### config.mk
export PLATFORM = sky130hd
export DESIGN_NAME = spi_reg_ctrl
export DESIGN_NICKNAME = d
export VERILOG_FILES = /design/src/rtl/spi_ctrl_pkg.sv /design/src/rtl/spi_sync_edge.sv /design/src/rtl/spi_reg_ctrl.sv
export SDC_FILE = /design/constraint.sdc
export NUM_CORES = 1
export LEC_CHECK = 0
export CORE_MARGIN = 4
export CORE_UTILIZATION = 40
export CTS_CLUSTER_DIAMETER = 200
export DETAILED_ROUTE_END_ITERATION = 8
export PLACE_DENSITY = 0.72
export SLEW_MARGIN = 25
export SYNTH_ARGS = -nofsm -noshare
export SYNTH_HDL_FRONTEND = slang
export SYNTH_SLANG_ARGS = --single-unit
### constraint.sdc
create_clock -name clk -period 1.65 [get_ports clk]
set_input_delay 0.33 -clock clk [delete_from_list [all_inputs] [get_ports clk]]
set_output_delay 0.33 -clock clk [all_outputs]
set_load 0.01 [all_outputs]
### src/rtl/spi_ctrl_pkg.sv
// Shared definitions for the SPI register-access controller.
//   state_e       : transaction FSM encoding
//   CMD_RW_BIT    : command-byte bit selecting write (1) or read (0)
//   BITS_PER_BYTE : SPI frame length
//   BIT_CNT_W     : width of the in-byte bit counter
//   MISO_IDLE     : level driven on miso when not returning data
package spi_ctrl_pkg;

   typedef enum logic [1:0] {
      StIdle = 2'd0,
      StCmd  = 2'd1,
      StData = 2'd2
   } state_e;

   localparam int unsigned CMD_RW_BIT    = 7;
   localparam int unsigned BITS_PER_BYTE = 8;
   localparam int unsigned BIT_CNT_W     = $clog2(BITS_PER_BYTE);
   localparam logic        MISO_IDLE     = 1'b0;

endpackage

### src/rtl/spi_sync_edge.sv
// Multi-flop synchronizer with single-cycle edge pulses.
//   clk  : system clock
//   rst  : asynchronous active-high reset (all stages cleared)
//   din  : asynchronous input
//   rise : one-clk pulse on a synchronized 0->1 transition
//   fall : one-clk pulse on a synchronized 1->0 transition
module spi_sync_edge #(
   parameter int unsigned SYNC_STAGES = 2
) (
   input  logic clk,
   input  logic rst,
   input  logic din,
   output logic rise,
   output logic fall
);

   logic [SYNC_STAGES-1:0] sync_q;
   logic                   hist_q;

   always_ff @(posedge clk or posedge rst) begin
      if (rst) begin
         sync_q <= '0;
         hist_q <= 1'b0;
      end else begin
         sync_q <= {sync_q[SYNC_STAGES-2:0], din};
         hist_q <= sync_q[SYNC_STAGES-1];
      end
   end

   // Clearing to 0 on reset means a pin already low at release never yields a fall:
   // the line has to be seen high first.
   assign rise = sync_q[SYNC_STAGES-1] & ~hist_q;
   assign fall = ~sync_q[SYNC_STAGES-1] & hist_q;

endmodule

### src/rtl/spi_reg_ctrl.sv
// SPI mode-0 slave transaction controller running entirely in the system clock domain.
// The first byte of a frame is a command {rw, addr}; subsequent bytes are burst data
// written to / read from a local register bank with address auto-increment.
//   clk, rst   : system clock, asynchronous active-high reset
//   sclk, ce0  : SPI clock and active-low chip enable (asynchronous)
//   mosi, miso : serial data in / out, MSB first
//   reg_addr   : register bank address
//   reg_wdata  : write data, valid with reg_we
//   reg_we     : one-clk write strobe
//   reg_re     : one-clk read strobe; reg_rdata captured in that cycle
//   reg_rdata  : combinational read data for reg_addr
//   busy       : transaction in progress
//   xfer_done  : one-clk pulse on clean frame end
//   frame_err  : one-clk pulse when a frame ends mid-byte or before its command
module spi_reg_ctrl
   import spi_ctrl_pkg::*;
#(
   parameter int unsigned ADDR_W      = 7,
   parameter int unsigned SYNC_STAGES = 2
) (
   input  logic              clk,
   input  logic              rst,
   input  logic              sclk,
   input  logic              ce0,
   input  logic              mosi,
   output logic              miso,
   output logic [ADDR_W-1:0] reg_addr,
   output logic [7:0]        reg_wdata,
   output logic              reg_we,
   output logic              reg_re,
   input  logic [7:0]        reg_rdata,
   output logic              busy,
   output logic              xfer_done,
   output logic              frame_err
);

   logic sclk_rise, sclk_fall, ce0_rise, ce0_fall;

   spi_sync_edge #(
      .SYNC_STAGES (SYNC_STAGES)
   ) u_sclk_sync (
      .clk  (clk),
      .rst  (rst),
      .din  (sclk),
      .rise (sclk_rise),
      .fall (sclk_fall)
   );

   spi_sync_edge #(
      .SYNC_STAGES (SYNC_STAGES)
   ) u_ce0_sync (
      .clk  (clk),
      .rst  (rst),
      .din  (ce0),
      .rise (ce0_rise),
      .fall (ce0_fall)
   );

   // mosi needs only the level; same depth keeps it aligned with the sclk edge pulses.
   logic [SYNC_STAGES-1:0] mosi_sync_q;
   logic                   mosi_s;

   always_ff @(posedge clk or posedge rst) begin
      if (rst) begin
         mosi_sync_q <= '0;
      end else begin
         mosi_sync_q <= {mosi_sync_q[SYNC_STAGES-2:0], mosi};
      end
   end

   assign mosi_s = mosi_sync_q[SYNC_STAGES-1];

   state_e                 state_q, state_d;
   logic [BIT_CNT_W-1:0]   bit_cnt_q;
   // Only 7 bits are held: the 8th comes straight from mosi_s on the completing edge.
   logic [6:0]             rx_sh_q;
   logic [7:0]             tx_sh_q;
   logic                   rw_q;
   logic [ADDR_W-1:0]      reg_addr_q;
   logic [7:0]             reg_wdata_q;
   logic                   reg_we_q, reg_re_q, xfer_done_q, frame_err_q;

   logic                   active;
   logic [7:0]             rx_byte;
   logic                   byte_done, cmd_done, data_done;
   logic                   end_clean, end_err;

   // State register
   always_ff @(posedge clk or posedge rst) begin
      if (rst) begin
         state_q <= StIdle;
      end else begin
         state_q <= state_d;
      end
   end

   // Next-state logic; ce0 release takes priority over byte completion.
   always_comb begin
      state_d = state_q;
      unique case (state_q)
         StIdle: if (ce0_fall) state_d = StCmd;
         StCmd: begin
            if (ce0_rise) begin
               state_d = StIdle;
            end else if (byte_done) begin
               state_d = StData;
            end
         end
         StData: if (ce0_rise) state_d = StIdle;
         default: state_d = StIdle;
      endcase
   end

   // Output / event decode
   always_comb begin
      active    = (state_q != StIdle);
      rx_byte   = {rx_sh_q, mosi_s};
      byte_done = active && sclk_rise && (bit_cnt_q == BIT_CNT_W'(BITS_PER_BYTE - 1));
      cmd_done  = (state_q == StCmd) && byte_done;
      data_done = (state_q == StData) && byte_done;
      // A byte completing in the same cycle as ce0 release counts as a whole byte.
      end_clean = active && ce0_rise &&
                  (((state_q == StData) && (bit_cnt_q == '0)) || byte_done);
      end_err   = active && ce0_rise && !end_clean;
      busy      = active;
      // Raw ce0 gates miso so the line drops as soon as the master deselects.
      miso      = ((state_q == StData) && !ce0) ? tx_sh_q[7] : MISO_IDLE;
   end

   // Datapath
   always_ff @(posedge clk or posedge rst) begin
      if (rst) begin
         bit_cnt_q   <= '0;
         rx_sh_q     <= '0;
         tx_sh_q     <= '0;
         rw_q        <= 1'b0;
         reg_addr_q  <= '0;
         reg_wdata_q <= '0;
         reg_we_q    <= 1'b0;
         reg_re_q    <= 1'b0;
         xfer_done_q <= 1'b0;
         frame_err_q <= 1'b0;
      end else begin
         if ((!active && ce0_fall) || (active && ce0_rise)) begin
            bit_cnt_q <= '0;
         end else if (active && sclk_rise) begin
            bit_cnt_q <= bit_cnt_q + 1'b1;
         end

         if (!active && ce0_fall) begin
            rx_sh_q <= '0;
         end else if (active && sclk_rise) begin
            rx_sh_q <= rx_byte[6:0];
         end

         // The fall that ends a byte (counter back at 0) must not shift, or the freshly
         // loaded MSB would leave miso before the master samples it.
         if (!active && ce0_fall) begin
            tx_sh_q <= '0;
         end else if (reg_re_q) begin
            tx_sh_q <= reg_rdata;
         end else if ((state_q == StData) && sclk_fall && (bit_cnt_q != '0)) begin
            tx_sh_q <= {tx_sh_q[6:0], 1'b0};
         end

         if (cmd_done) begin
            rw_q <= rx_byte[CMD_RW_BIT];
         end

         // Writes advance the address after the strobe; reads advance before the prefetch.
         if (cmd_done) begin
            reg_addr_q <= rx_byte[ADDR_W-1:0];
         end else if (reg_we_q || (data_done && !rw_q)) begin
            reg_addr_q <= reg_addr_q + 1'b1;
         end

         if (data_done && rw_q) begin
            reg_wdata_q <= rx_byte;
         end

         reg_we_q    <= data_done && rw_q;
         reg_re_q    <= (cmd_done && !rx_byte[CMD_RW_BIT]) || (data_done && !rw_q);
         xfer_done_q <= end_clean;
         frame_err_q <= end_err;
      end
   end

   assign reg_addr  = reg_addr_q;
   assign reg_wdata = reg_wdata_q;
   assign reg_we    = reg_we_q;
   assign reg_re    = reg_re_q;
   assign xfer_done = xfer_done_q;
   assign frame_err = frame_err_q;

endmodule
Word level (Yosys, flattened, before mapping)

Cells that the tools add are included.

Flip-flop bits (word level): 48
Input bits: 13
Word-level logic and storage cells: 80

Bitwise operators: 8
Equal/unequal tests: 6
Reductions and logical operators: 33
Muxes and demuxes: 15
Add/subtract/negate cells: 2

Operators with widths:

| cell                  | count |
|---|---|
| $mux W7               | 4 |
| $mux W8               | 3 |
| $logic_and A1 B1 Y1   | 15 |
| $mux W2               | 4 |
| $reduce_bool A2 Y1    | 4 |
| $add A7 B1 Y7 const B | 1 |
| $mux W3               | 2 |
| $pmux W2 S3           | 1 |
| $reduce_bool A3 Y1    | 2 |
| $logic_not A1 Y1      | 5 |
| $and A1 B1 Y1         | 4 |
| $logic_or A1 B1 Y1    | 4 |
| $ne A2 B2 Y1 const B  | 2 |
| $not A1 Y1            | 4 |
| $add A3 B1 Y3 const B | 1 |
| $eq A3 B3 Y1 const B  | 1 |
| $logic_not A3 Y1      | 1 |
| $ne A3 B3 Y1 const B  | 1 |
| $reduce_and A3 Y1     | 1 |
| $eq A2 B1 Y1 const B  | 1 |
| $eq A2 B2 Y1 const B  | 1 |
| $logic_not A2 Y1      | 1 |
| $mux W1               | 1 |

Longest topological paths before layout

Depth after elaboration: 9
Gate-level depth with buffers: 7

Hierarchy

A second synthesis with hierarchy kept.

Cells, all modules: 181
Area total of the unflattened synthesis: 2100.8 um2

Modules (own cells, without submodules):

| module        | cells an instance | area each (um2) | instances | sequential area each (um2) |
|---|---|---|---|---|
| spi_reg_ctrl  | 169               | 1913.1          | 1         | 1051.0 |
| spi_sync_edge | 6                 | 93.8            | 2         | 75.1 |

Worst setup path before layout

OpenSTA, ideal clock, no wires.

Kind: reg2reg
Start point: register bit_cnt_q[0]
End point: register reg_addr_q[1] (netlist: reg_addr[1])
Setup slack: -0.168 ns
Arrival time: 1.693 ns
Cell stages (with the launch flop): 8
Library setup time: 0.125 ns
Buffers on the path: 1
Required time: 1.525 ns
Cell sequence: dfrtp_1 -> ha_1 -> ha_1 -> nand3b_4 -> or2_1 -> buf_6 -> mux2_4 -> mux2_4

Cells in the longest elaborated chain, start to end: 6
Elaborated cells on any way between the ends: 8
Those cells by class: 1 x eq/ne; 1 x mux; 6 x reduce/logical

RTL lines:

| element                      | line                | RTL |
|---|---|---|
| start, declared              | spi_reg_ctrl.sv:74  | `logic [BIT_CNT_W-1:0] bit_cnt_q;` |
| start signal, assigned       | spi_reg_ctrl.sv:147 | `bit_cnt_q <= bit_cnt_q + 1'b1;` |
| $eq A3 B3 Y1 *               | spi_reg_ctrl.sv:118 | `byte_done = active && sclk_rise && (bit_cnt_q == BIT_CNT_W'(BITS_PER_BYTE - 1));` |
| $logic_and A1 B1 Y1 *        | spi_reg_ctrl.sv:118 |  |
| $logic_and A1 B1 Y1          | spi_reg_ctrl.sv:120 | `data_done = (state_q == StData) && byte_done;` |
| $logic_and A1 B1 Y1          | spi_reg_ctrl.sv:173 | `end else if (reg_we_q \|\| (data_done && !rw_q)) begin` |
| $logic_or A1 B1 Y1           | spi_reg_ctrl.sv:173 |  |
| $reduce_bool A2 Y1 (no line) | -                   |  |
| end signal, assigned         | spi_reg_ctrl.sv:172 | `reg_addr_q <= rx_byte[ADDR_W-1:0];` |
| end signal, assigned         | spi_reg_ctrl.sv:174 | `reg_addr_q <= reg_addr_q + 1'b1;` |
| end, declared                | spi_reg_ctrl.sv:79  | `logic [ADDR_W-1:0] reg_addr_q;` |

Every way passes the cells marked *; elsewhere a longest branch is shown, timed or not.
A chain may end at the register's enable or synchronous reset.

Worst setup path after layout

Start point: register bit_cnt_q[1]
End point: register reg_addr_q[1] (netlist: reg_addr[1])

Same word-level chain as after synthesis.

==> results.txt <==
- Summing internal, switching and leakage power gives 2455 uW.
- Total inserted antenna cells: 0
- In the finished design, the share of the clock period the worst path needs comes to 101.8%.
* Final worst-path setup slack: -29.77 ps
- Reg clk slew, reported paths: 100 ps
* Antenna violations before repair: 0
* Total clock buffers created by CTS: 5
* Setup crit start: bit_cnt_q[1]
- Number of rows in the core area: 26
* Number of global-route vias before repair: 1,522
- From bottom edge to top edge, the die measures 81.50 um.
- Final HPWL from detailed placement: 3112 um
- Clock tree from TritonCTS: built
* Weighted congestion reported at the end of routability-driven placement: 0.7896
- Final cell count without fillers: 313
- Total grt overflow: 0
- The flow ran to the end, but the final reports show violations.
- Fraction of final layout cells with drive strength greater than 1: 27.57%
- Core Box Area: 0.005172 mm2
* Setup repair after global routing missed its margin: true
- The checks that failed: setup timing.
* Layout-stage area growth over the synthesis result: 37.23%
- Endpoint required time on the critical path: 1850 ps
- Maximum number of pins on one net before global-route repair: 49
* Final critical delay including setup and external delays: 1680 ps
* Critical Path Sink Type: register
- Derived from the worst setup path, the maximum achievable clock frequency is 0.5953 GHz.
- Critical path class: reg -> reg
- Using the TritonRoute via totals, the vias-per-cell ratio works out to 4.994.
- Crit path max fanout: 2
- For this configuration, the core starts out at a cell density of 41.78%.
* Number of hold-slack violations in the final timing report: 0
- Worst reg2reg startpoint: bit_cnt_q[1]
- Number of detailed-route iterations in the first pass: 4
- Hold depth: 0
- In this run the tool buffered the top-level ports with 33 buffer cells.
- After synthesis the cells add up to 0.002161 mm2.
- Number of maximum-capacitance violations: 0
- At the pin with the least slew margin, the transition time is 394.9 ps.
- Total length of routed wires: 4378 um
- Number of endpoints failing setup at the final stage: 9
- Including well taps, the total number of placed cells is 298.
- 34 I/O pins were placed.
- Measured against its own limit, the worst slew margin works out to 73.64%.
- The first global-routing pass estimated 7521 um of wire.
- Highest-count cells in the layout ignoring fill and taps: dfrtp_1, clkdlybuf4s50_1, buf_4
- The first routing iteration left 128 violations.
- Power spread over the standard cell area amounts to 827.8 mW/mm2.
- Last element of the critical path: reg_addr[1]
* Slack of the worst reg-to-reg path: -30 ps
- Minimum hold slack: 357.4 ps
- DIE AREA: 0.006642 mm2
- Leak Pwr: 0.001470 uW
- Worst hold path class: reg -> reg
- H-tree levels: 2
- Post-synthesis average cell area: 11.94 um2
- The netlist uses 40 different library cells.
- Cells after synthesis: 181
- Number of clock sinks: 48
- Summing over every cut layer, the via total after detailed routing is 1,563.
- For this run, the post-layout net count is 259.
* Arrival time at the worst endpoint: 1880 ps
- The number of pins exceeding their max-slew limit in the final report came to 0.
* Worst reg2reg path depth: 6
- Summed over all failing endpoints, the final setup total negative slack is -201.9 ps.
- Number of DRC violations after detailed routing: 0
* Worst slack after detailed placement: -182.8 ps
- Endpoint of the most critical register-to-register path: reg_addr[1]
- Root Buffer Master: clkbuf_8
* Residual antenna-violating net count after detailed routing: 0
- Sort of element at the start of the critical path: register
- Flop and latch count out of synthesis: 48
- In the final routed layout, each cell accounts on average for 13.99 um.
- Die boundary width: 81.50 um
- Nets in the synthesized netlist: 198
* Yosys warnings: 0
- Across the routed clock network, the largest skew measured is 12.36 ps.
- Latest clock arrival within the worst-skew pair: 300 ps
- Global routing consumed, over all layers together, 14.78% of the routing resources.
- Number of buffers on the longest clock path: 2
- Worst Hold Launch: u_sclk_sync.sync_q[0]
- Worst ir drop on vdd: 0.4250 mV
- Most frequent standard cell in the layout excluding fill and tap cells: dfrtp_1
- Sequential share of the synthesized area: 55.59%
==> how the worst min path moves through the flow <==
stage / to / slack, ps
CTS: u_sclk_sync.sync_q[1] / 360
floorplan: mosi_sync_q[1] / 330
finish: u_sclk_sync.sync_q[1] / 360
global route: u_ce0_sync.sync_q[1] / 370
global placement: mosi_sync_q[1] / 330
detailed placement: u_sclk_sync.sync_q[1] / 340
==> synthesized netlist by cell type, drive strengths merged <==
cell / instances / share of area, %
nor2: 12 / 2.2
nand2: 7 / 1.2
nor3b: 1 / 0.35
dfrtp: 48 / 56
o21a: 1 / 0.35
nand4bb: 1 / 0.52
o32ai: 1 / 0.41
or2: 2 / 0.58
a21oi: 12 / 3.3
mux2: 10 / 5.6
a22o: 6 / 2.4
nand3b: 1 / 0.93
buf: 6 / 1.8
clkbuf: 1 / 0.17
a2bb2oi: 1 / 0.41
nand2b: 5 / 1.8
and3: 2 / 0.58
xnor2: 1 / 0.41
and2: 2 / 0.58
and3b: 1 / 0.41
inv: 7 / 1.2
ha: 4 / 2.3
mux2i: 14 / 6.5
nor3: 5 / 1.7
o21ai: 13 / 3.0
o22a: 2 / 0.81
a31oi: 1 / 0.29
nand3: 2 / 0.46
o2bb2ai: 4 / 1.6
nor2b: 4 / 1.2
or3b: 1 / 0.52
o22ai: 3 / 0.87
==> layout make-up <==
cell class                      instances  area [um2]
Clock buffer                            5       68.82
Clock inverter                          3       42.54
Fill cell                             446        2207
Inverter                                7       26.28
Multi-Input combinational cell        119       952.2
Sequential cell                        48        1202
Tap cell                               70       87.58
Timing Repair Buffer                   61       585.6
==> cell families (layout without fill, tap and decap cells) <==
family                   after synthesis  in the layout  share of synthesized area, %
flip-flops                            48             48                         55.59
AND/OR/NAND/NOR                       46             46                         12.97
AO/OA/AOI/OAI                         44             44                         13.49
multiplexers                          24             24                         12.04
buffers and inverters                 14             76                         3.185
adder cells (fa/ha/maj)                4              4                         2.316
XOR/XNOR                               1              1                        0.4054
==> where the power goes <==
group	switching, uW	total, uW	internal, uW
clock	401	850	449
sequential	43.7	1270	1220
combinational	153	339	185
total	598	2450	1860
==> critical path, stage by stage (launching register included) <==
cell	delay, ps
dfrtp_1	370
ha_2	200
ha_4	140
nand3b_4	70
or2_1	240
mux2_4	300
mux2_4	260
==> flip-flops by register name (all words and copies together), names as in the netlist <==
name and count:
state_q 2, frame_err 1, tx_sh_q 8, reg_re 1, u_sclk_sync.sync_q 2, xfer_done 1, reg_we 1, u_sclk_sync.hist_q 1
reg_addr 7, rw_q 1, mosi_sync_q 2, bit_cnt_q 3, u_ce0_sync.sync_q 2, u_ce0_sync.hist_q 1, reg_wdata 8, rx_sh_q 7
==> repair_timing <==
item                                    CTS  global route
hold buffers                              0             0
gates resized for setup                   8            14
setup buffers                             2             5
endpoints found under the setup margin   12            37
pin swaps                                 1             7
==> routing by layer <==
layer	up-vias	part of all wire (%)	wire [um]	GRT usage [%]
met2	28	49	2149	22.96
met1	763	47	2041	20.34
met5	-	0	0	0
li1	767	-	-	-
met4	0	1.4	63	5.068
met3	5	2.8	124	3.399
==> per-stage QoR <==
stage / util (%) / instance area (um2)
3_5_place_dp: 53.34 / 2759
2_1_floorplan: - / 2176
6_report: 57.33 / 2965
3_3_place_gp: 53.34 / 2759
4_1_cts: 55.85 / 2889
5_1_grt: 57.33 / 2965
No activity file was read; power rests on OpenSTA's default activity.
